===== config.mk =====
export PLATFORM = sky130hd
export DESIGN_NAME = pingpang_ctrl
export DESIGN_NICKNAME = d
export VERILOG_FILES = /design/src/rtl/pingpang_ctrl.sv
export SDC_FILE = /design/constraint.sdc
export NUM_CORES = 1
export LEC_CHECK = 0
export CORE_ASPECT_RATIO = 1.1
export CORE_UTILIZATION = 39
export CTS_CLUSTER_DIAMETER = 200
export DETAILED_ROUTE_END_ITERATION = 8
export PLACE_DENSITY = 0.77
export SLEW_MARGIN = 30
export SYNTH_ARGS = -nofsm -noshare
export SYNTH_HDL_FRONTEND = slang
export SYNTH_SLANG_ARGS = --single-unit

===== constraint.sdc =====
create_clock -name clk -period 1.15 [get_ports clk]
set_input_delay 0.23 -clock clk [delete_from_list [all_inputs] [get_ports clk]]
set_output_delay 0.23 -clock clk [all_outputs]
set_load 0.1 [all_outputs]

===== src/rtl/pingpang_ctrl.sv =====
`default_nettype none
// ============================================================================
// Module      : pingpang_ctrl
// Description : Ping-pong (double) buffer controller. Two writers (A and B)
//               compete for the write side. The granted writer fills one bank
//               of DEPTH beats, one frame at a time. A single reader drains
//               full banks in the order they were written.
//               Arbitration mode is selected by the PINGPANG_RR_EN macro:
//                 defined   -> round-robin between A and B
//                 undefined -> fixed priority, A over B (default build)
// Ports       : clk            - clock, rising edge
//               rst_n          - asynchronous active-low reset
//               req_a/req_b    - frame write requests from sources A/B
//               gnt_a/gnt_b    - registered grant, held for a whole frame
//               wr_vld/wr_rdy  - write beat handshake of the granted source
//               wr_en          - buffer write strobe (wr_vld & wr_rdy)
//               wr_bank        - bank being written
//               wr_addr        - beat address inside the write bank
//               rd_vld/rd_rdy  - read beat handshake with the consumer
//               rd_bank        - bank being read
//               rd_addr        - beat address inside the read bank
//               rd_src         - source of the frame in rd_bank (0=A, 1=B)
//               bank_full      - per-bank full flags
// Revision    : 1.0 - initial release
// ============================================================================
module pingpang_ctrl #(
  parameter int DEPTH = 4,
  parameter int AW    = 2
) (
  input  logic          clk,
  input  logic          rst_n,
  input  logic          req_a,
  input  logic          req_b,
  output logic          gnt_a,
  output logic          gnt_b,
  input  logic          wr_vld,
  output logic          wr_rdy,
  output logic          wr_en,
  output logic          wr_bank,
  output logic [AW-1:0] wr_addr,
  output logic          rd_vld,
  input  logic          rd_rdy,
  output logic          rd_bank,
  output logic [AW-1:0] rd_addr,
  output logic          rd_src,
  output logic [1:0]    bank_full
);

  localparam logic          W_IDLE      = 1'b0;
  localparam logic          W_FILL      = 1'b1;
  localparam logic [AW-1:0] c_last_addr = AW'(DEPTH - 1);

  logic          state_q,   state_d;
  logic          gnt_a_q,   gnt_a_d;
  logic          gnt_b_q,   gnt_b_d;
  logic          wr_bank_q, wr_bank_d;
  logic [AW-1:0] wr_addr_q, wr_addr_d;
  logic          rd_bank_q, rd_bank_d;
  logic [AW-1:0] rd_addr_q, rd_addr_d;
  logic [1:0]    full_q,    full_d;
  logic [1:0]    tag_q,     tag_d;

  logic w_arb_ok;
  logic w_pick_b;
  logic w_wr_last;
  logic w_rd_fire;
  logic w_rd_last;

  // A new frame may only start into an empty bank; requests are only looked
  // at while idle, so dropping a request mid-frame has no effect.
  assign w_arb_ok  = (state_q == W_IDLE) & ~full_q[wr_bank_q] & (req_a | req_b);
  assign w_wr_last = wr_en & (wr_addr_q == c_last_addr);
  assign w_rd_fire = rd_vld & rd_rdy;
  assign w_rd_last = w_rd_fire & (rd_addr_q == c_last_addr);

`ifdef PINGPANG_RR_EN
  // ptr_q = 0 favours A, 1 favours B; it only matters on simultaneous requests.
  logic ptr_q, ptr_d;

  assign w_pick_b = req_b & (~req_a | ptr_q);
  assign ptr_d    = w_arb_ok ? ~w_pick_b : ptr_q;

  always_ff @(posedge clk or negedge rst_n) begin
    if (!rst_n) ptr_q <= 1'b0;
    else        ptr_q <= ptr_d;
  end
`else
  assign w_pick_b = ~req_a;
`endif

  // --------------------------------------------------------------------------
  // Write FSM: state register
  // --------------------------------------------------------------------------
  always_ff @(posedge clk or negedge rst_n) begin
    if (!rst_n) state_q <= W_IDLE;
    else        state_q <= state_d;
  end

  // Write FSM: next state
  always_comb begin
    state_d = state_q;
    case (state_q)
      W_IDLE:  if (w_arb_ok)  state_d = W_FILL;
      W_FILL:  if (w_wr_last) state_d = W_IDLE;
      default: state_d = W_IDLE;
    endcase
  end

  // Write FSM: outputs
  always_comb begin
    wr_rdy = (state_q == W_FILL);
  end

  // --------------------------------------------------------------------------
  // Grant, bank pointers, addresses, full flags and source tags
  // --------------------------------------------------------------------------
  always_comb begin
    gnt_a_d   = gnt_a_q;
    gnt_b_d   = gnt_b_q;
    wr_bank_d = wr_bank_q;
    wr_addr_d = wr_addr_q;
    rd_bank_d = rd_bank_q;
    rd_addr_d = rd_addr_q;
    full_d    = full_q;
    tag_d     = tag_q;

    if (w_arb_ok) begin
      gnt_a_d = ~w_pick_b;
      gnt_b_d = w_pick_b;
    end

    if (w_wr_last) begin
      full_d[wr_bank_q] = 1'b1;
      tag_d[wr_bank_q]  = gnt_b_q;   // granted source: 0=A, 1=B
      wr_bank_d         = ~wr_bank_q;
      wr_addr_d         = '0;
      gnt_a_d           = 1'b0;
      gnt_b_d           = 1'b0;
    end else if (wr_en) begin
      wr_addr_d = wr_addr_q + 1'b1;
    end

    // The write bank is never full and the read bank always is while reading,
    // so a write-complete and a read-complete in one cycle touch different
    // flag bits and both take effect.
    if (w_rd_last) begin
      full_d[rd_bank_q] = 1'b0;
      rd_bank_d         = ~rd_bank_q;
      rd_addr_d         = '0;
    end else if (w_rd_fire) begin
      rd_addr_d = rd_addr_q + 1'b1;
    end
  end

  always_ff @(posedge clk or negedge rst_n) begin
    if (!rst_n) begin
      gnt_a_q   <= 1'b0;
      gnt_b_q   <= 1'b0;
      wr_bank_q <= 1'b0;
      wr_addr_q <= '0;
      rd_bank_q <= 1'b0;
      rd_addr_q <= '0;
      full_q    <= 2'b00;
      tag_q     <= 2'b00;
    end else begin
      gnt_a_q   <= gnt_a_d;
      gnt_b_q   <= gnt_b_d;
      wr_bank_q <= wr_bank_d;
      wr_addr_q <= wr_addr_d;
      rd_bank_q <= rd_bank_d;
      rd_addr_q <= rd_addr_d;
      full_q    <= full_d;
      tag_q     <= tag_d;
    end
  end

  assign gnt_a     = gnt_a_q;
  assign gnt_b     = gnt_b_q;
  assign wr_en     = wr_vld & wr_rdy;
  assign wr_bank   = wr_bank_q;
  assign wr_addr   = wr_addr_q;
  assign rd_vld    = full_q[rd_bank_q];
  assign rd_bank   = rd_bank_q;
  assign rd_addr   = rd_addr_q;
  assign rd_src    = tag_q[rd_bank_q];
  assign bank_full = full_q;

endmodule
`default_nettype wire


==> metrics, run 1 <==
status stopped before the end; failing step global routing (5_1_grt); Err [ERROR DPL-0038] Utilization greater than 100%, impossible to legalize; root buffer cell clkbuf_4; Initial Util 43.3%; EDFF count, synth 0; CTS Sinks 13; most common cell in the netlist dfrtp_1; H-tree levels 1; hold_buf cts 0; Synth async-reset ratio 100%; Ys Warns 0; Die Y-Extent between 40 and 50 µm; largest net degree at the start of global routing 14; Synth Area in Compound Gates 7.94%; Synth top area share 53.0%; CTS Buf Count 3; DP HPWL ~1.3 mm; xor and xnor area share after synthesis roughly 1.4%; # port buffers 19; main combinational cell family by area after synthesis multiplexers; chip width between 30 and 40 µm; placed cells 103; area leader, netlist dfrtp_1; mux share of post-synthesis cell area roughly a fifth; Primary FF master, synth dfrtp_1; Synth Cell Area 614 µm²; synth top area cells dfrtp_1 53%, mux2_4 9.8%, mux2_2 7.3%; Synth cell types 20; syn avg cell area approximately 13 µm²; CTS max path bufs 2; simple-gate share of the synthesized area 12.0%; adder-cell share of the synthesized area roughly 4%; synthesized netlist cell count 49; Placer Congestion 0.713; IO Pins 20; worst_ep grt rd_vld; Worst endpoint type output port; number of synthesized register bits 13; top post-synthesis cells by count 13 x dfrtp_1, 5 x nand2_1, 4 x mux2_2, 4 x mux2_4, 3 x nor2_1; Rows 14; Syn Nets 57; sequential area share after synthesis 53.0%
[per-stage QoR]
step | cell area, µm² | hold slack [ns] | setup slack [ns]
after floorplan | 712 | -0.0656 | -0.485
after global placement | 1200 | 0.498 | -0.260
after detailed placement | 1200 | 0.510 | -0.311
after CTS | 1370 | 0.244 | -0.374
[what timing repair did]
| action | 4_1_cts |
|---|---|
| gates resized for setup | 13 |
| endpoints found under the setup margin | 20 |
| buffers inserted | 12 |
| gates cloned | 0 |
[logic make-up after synthesis]
group,after synthesis
AO/OA/AOI/OAI,7
flip-flops,13
AND/OR/NAND/NOR,14
buffers and inverters,2
multiplexers,10
adder cells (fa/ha/maj),2
XOR/XNOR,1
==> run 2: changes to the inputs <==
- CORE_AREA: not set -> 2 2 63 65
- CORE_ASPECT_RATIO: 1.1 -> not set
- CORE_UTILIZATION: 39 -> not set
- CTS_CLUSTER_DIAMETER: 200 -> not set
- DIE_AREA: not set -> 0 0 65 67
- PLACE_DENSITY: 0.77 -> not set
- PLACE_DENSITY_LB_ADDON: not set -> 0.15
- clock period: 1.15 -> 1.5 ns (I/O delays scaled with it)
==> run 2 against run 1 <==
  * Area after synthesis did not move
  * Synthesized cell count stayed put
  * The flow now finishes, with violations (setup timing)
==> metrics, run 2 <==
status finished with violations; failing checks setup timing; skew final 0.00304 ns; Worst-Margin Slew 0.235 ns; headroom to the max-slew limit 84.3%; most common cell in the netlist dfrtp_1; sequential area share after synthesis 53.0%; Syn Nets between 50 and 60; synth top area cells dfrtp_1 53%, mux2_4 9.8%, mux2_2 7.3%; # port buffers 19; Tcrit/Tclk final 102%; commonest non-fill, non-tap cell in the layout buf_12; final std cells w/o fill 126; synthesized netlist cell count 49; Total GRT Usage 7.50%; CTS tree built; commonest cells after routing, fill and taps aside 14 x buf_12, 7 x dfrtp_4, 6 x buf_4; vias in the first global route between 400 and 500; Synth async-reset ratio 100%; Synth Cell Area 614 µm²; Fillers between 300 and 400; Crit. End Element output port; Place WS -0.00263 ns; max-slew violations 0; Ys Warns 0; DR pass1 iterations 2; max_cap viols 0; crit-path max cell delay 0.50 ns; clk slew on worst S/H paths around 0.060 ns; CTS Sinks 13; total wire length 1.43 mm; Critical Path Slowest Stage Cell dfrtp_4; worst setup margin -0.0341 ns; Initial Util 17.0%; worst hold slack 0.375 ns; vias per cell around 3.9; CTS Buf Count 3; Placeable Area 3610 µm²; n_diodes 0; Placer Congestion 0.675; Synth cell types 20; largest net degree at the start of global routing 14; die area 4360 µm²; setup TNS -0.0587 ns; Layout area overhead 88.0%; critical path cell sequence mux2_4 -> buf_12; placed cells between 100 and 150; Routed WL per cell ~11 µm; share of layout cells above drive strength 1 60.3%; clk_lat worst skew around 0.24 ns; global-route wire length before repair 2.39 mm; EDFF count, synth 0; crit path max fanout 4; syn avg cell area 12.5 µm²; CTS max path bufs 2; initial antenna violation count 0; area leader, netlist dfrtp_1; chip width 65 µm; Primary FF master, synth dfrtp_1; drc violations 0; Rows 22; IO Pins 20; total gr overflow 0; hold_buf cts 0; Final Hold Violating Endpoints 0; vias post-DR about 500; # nets final 87; root buffer cell clkbuf_8; top post-synthesis cells by count 13 x dfrtp_1, 5 x nand2_1, 4 x mux2_2, 4 x mux2_4, 3 x nor2_1; Initial DRC Count 13; antenna-violating nets left 0; RSZ-0062 raised after global routing true; nature of the critical path startpoint flop; H-tree levels 1; fmax around 650 MHz; number of synthesized register bits 13; Final min period 1.53 ns; critical path required time ~1.2 ns; crit path kind flop to output port; final setup fails 2; Worst Path Arrival 1.23 ns; worst hold path class input port to asynchronous set/reset pin; Synth top area share a little over half; Die Y-Extent about 67 µm; DP HPWL 1.10 mm
-- run 2: worst paths after layout --
check / from / end / slack (ns) / cells past startpoint
worst min-delay path: rst_n / wr_addr[0] / 0.37 / 2
worst max register to register: rd_bank / rd_addr[1] / 0.06 / 4
worst max-delay path: rd_bank / rd_vld / -0.03 / 2
max in group asynchronous: rst_n / rd_bank / 0.94 / 2
worst min register to register: tag_q[1] / tag_q[1] / 0.50 / 1
min in group clk: wr_vld / bank_full[1] / 0.48 / 3
-- run 2: metal layers --
layer	part of all wire (%)	wire length, µm	track usage [%]
met1	43	618	8.26
met4	0.63	9	1.60
met3	7.0	100	4.05
met5	0	0	0
met2	49	703	12.8
-- run 2: final cells by class --
type / count / area (µm²) / area share (%)
clock buffer: 4 / 45.0 / 3.90
inverter: 2 / 11.3 / 0.975
multi-input combinational: 34 / 307 / 26.5
sequential: 13 / 354 / 30.7
tap: 48 / 60.1 / 5.20
timing repair buffer: 25 / 378 / 32.7
-- run 2: kinds of logic after synthesis --
group / count (synthesis) / synth area share, %
fa+ha+maj: 2 / 4.07
mux: 10 / 20.4
simple gates: 14 / 12.0
buf+inv: 2 / 1.22
xor+xnor: 1 / 1.43
flops: 13 / 53.0
compound gates: 7 / 7.95
-- run 2: per-stage QoR --
stage          util [%]  area (µm²)
2_1_floorplan         -         669
3_3_place_gp       30.0        1080
3_5_place_dp       30.0        1080
4_1_cts            32.0        1150
5_1_grt            32.0        1150
6_report           32.0        1150
-- run 2: worst max-delay path, delay by kind of cell, from the launching register on --
family / cells / cell delay [ns]
flops: 1 / 0.50
mux: 1 / 0.33
buf+inv: 1 / 0.17
-- run 2: what timing repair did --
item / 4_1_cts / 5_1_grt
cloned: 0 / 0
resized for setup: 1 / 1
endpoints found under the setup margin: 3 / 3
buffers inserted: 3 / 0
endpoints found under the hold margin: 0 / 0
Power of run 2 is left out: the tool's default activity adds up to more than one toggle a clock period on the data nets, which glitch-free logic cannot reach.
==> run 3: changes to the inputs <==
- ABC_AREA: not set -> 1
==> run 3 against run 2 <==
  * The flow now finishes without violations
  * First-iteration DRC count is 23% higher
  * Sequential cell count unchanged
  * Design area increased by 3.0%
  * Register-to-register slack gained 0.28 ns
  * Critical path type is now input port to output port
  * Critical endpoint is now wr_en
==> metrics, run 3 <==
flop2flop setup slack between 0.3 and 0.4 ns; status finished clean; Rows 22; Post-DP Area 1100 µm²; Most Crowded Layer GR met2; max-slew violations 0; crit path max fanout 2; GR Util met3 3.38%; Initial DRC Count 16; clk slew on worst S/H paths ~0.06 ns; vias per cell ~3.8; CTS Buf Count 3; CTS Sinks 13; GRT met1 Usage 9.75%; H-tree levels 1; root buffer cell clkbuf_8; share of layout cells above drive strength 1 between 30 and 40%; number of synthesized register bits 13; Crit. End Element output port; fmax 689 MHz; setup TNS 0 ns; Primary FF master, synth dfrtp_1; vias in the first global route 588; total wire length 1.53 mm; total gr overflow 0; vias post-DR 604; Synth cell types 15; clk_lat worst skew around 0.24 ns; Initial Util 18.0%; Tcrit/Tclk final between 90% and 100%; area leader, netlist dfrtp_1; Worst Path Arrival 1.15 ns; CTS max path bufs 2; synthesized netlist cell count 82; IO Pins 20; Final Hold Violating Endpoints 0; Placer Congestion 0.751; Synth async-reset ratio between 90% and 100%; reg2reg path depth 7; commonest non-fill, non-tap cell in the layout nand2_1; multi-input logic area 300 µm²; antenna-violating nets left 0; Placeable Area 3610 µm²; Crit Reg-Reg Endpoint bank_full[0]; initial antenna violation count 0; most common cell in the netlist nand2_1; synth top area cells dfrtp_1 50%, nand2_1 18%, inv_1 6.9%; CTS tree built; Synth Cell Area around 650 µm²; RR Startpoint wr_addr[0]; # port buffers 19; largest net degree at the start of global routing 14; post-route cell area ~1200 µm²; DP HPWL between 1 and 1.5 mm; Worst-Margin Slew 0.193 ns; DR pass1 iterations 4; hold_buf cts 0; worst hold path class input port to asynchronous set/reset pin; global-route wire length before repair 2.70 mm; commonest cells after routing, fill and taps aside 27 x nand2_1, 14 x buf_12, 10 x inv_1; Layout area overhead 83.2%; storage element area 347 µm²; Fillers 382; # nets final 121; Final min period 1.45 ns; syn avg cell area 7.92 µm²; Synth top area share 50.1%; headroom to the max-slew limit 87.1%; M2 GR Usage 13.3%; final setup fails 0; max_cap viols 0; Ys Warns 0; Total GRT Usage under 10%; drc violations 0; Syn Nets 90; EDFF count, synth 0; crit path kind input port to output port; Die Y-Extent 67 µm; sequential area share after synthesis about 50%; die area 4360 µm²; chip width 65 µm; skew final between 0.001 and 0.0015 ns; n_diodes 0; top post-synthesis cells by count 31 x nand2_1, 13 x dfrtp_1, 12 x inv_1; critical path required time 1.20 ns; Routed WL per cell 9.59 µm; nature of the critical path startpoint input port
==> run 3: cell count changes after synthesis, moves of 3 or more <==
cell	change
inv_1	+10
mux2_2	-4
mux2_4	-4
nand2_1	+26
nand3_1	+3
==> run 3: metal layers <==
layer | vias up | routed length, µm
met5 | - | 0
li1 | 317 | -
met1 | 269 | 669
met4 | 0 | 34
met3 | 2 | 105
met2 | 16 | 726
==> run 3: kinds of logic (layout without fill, tap and decap cells) <==
logic type,Yosys count,in the layout,synth area share (%)
AO/OA/AOI/OAI,6,6,5.39
flip-flops,13,13,50.1
AND/OR/NAND/NOR,48,48,33.1
buffers and inverters,13,43,7.51
adder cells (fa/ha/maj),2,2,3.85
==> run 3: timing repair <==
item / 4_1_cts / 5_1_grt
buffers inserted: 2 / 2
pin swaps: 1 / 0
resized for setup: 1 / 4
endpoints found under the setup margin: 2 / 3
==> run 3: per-stage QoR <==
stage	util, %	hold WS (ns)	instances	worst slack [ns]
2_1_floorplan	-	0.00441	82	-0.147
3_3_place_gp	30.6	0.478	152	0.0698
3_5_place_dp	30.6	0.493	152	0.0554
4_1_cts	32.2	0.373	158	0.00948
5_1_grt	33.0	0.380	160	-0.0177
6_report	33.0	0.362	160	0.0483
==> run 3: cell type report <==
| cell class | count | share of cell area, % |
|---|---|---|
| clock buffer | 4 | 3.79 |
| timing repair buffer | 26 | 32.2 |
| multi-input combinational | 56 | 25.2 |
| inverter | 13 | 4.63 |
| sequential | 13 | 29.1 |
| tap | 48 | 5.05 |
==> run 3: how the worst max path moves through the flow <==
stage               startpoint         end  slack, ns
floorplan               wr_rdy  wr_addr[0]      -0.15
global placement        wr_vld       wr_en       0.07
detailed placement      wr_vld       wr_en       0.06
CTS                    rd_bank      rd_vld      0.009
global route            wr_vld       wr_en      -0.02
finish                  wr_vld       wr_en       0.05
==> run 3: worst max-delay path: stages <==
cell and delay [ns]:
clkdlybuf4s50_1 0.50, nand2_2 0.09, clkinvlp_4 0.09, buf_12 0.17
Power of run 3 is left out for the same reason.
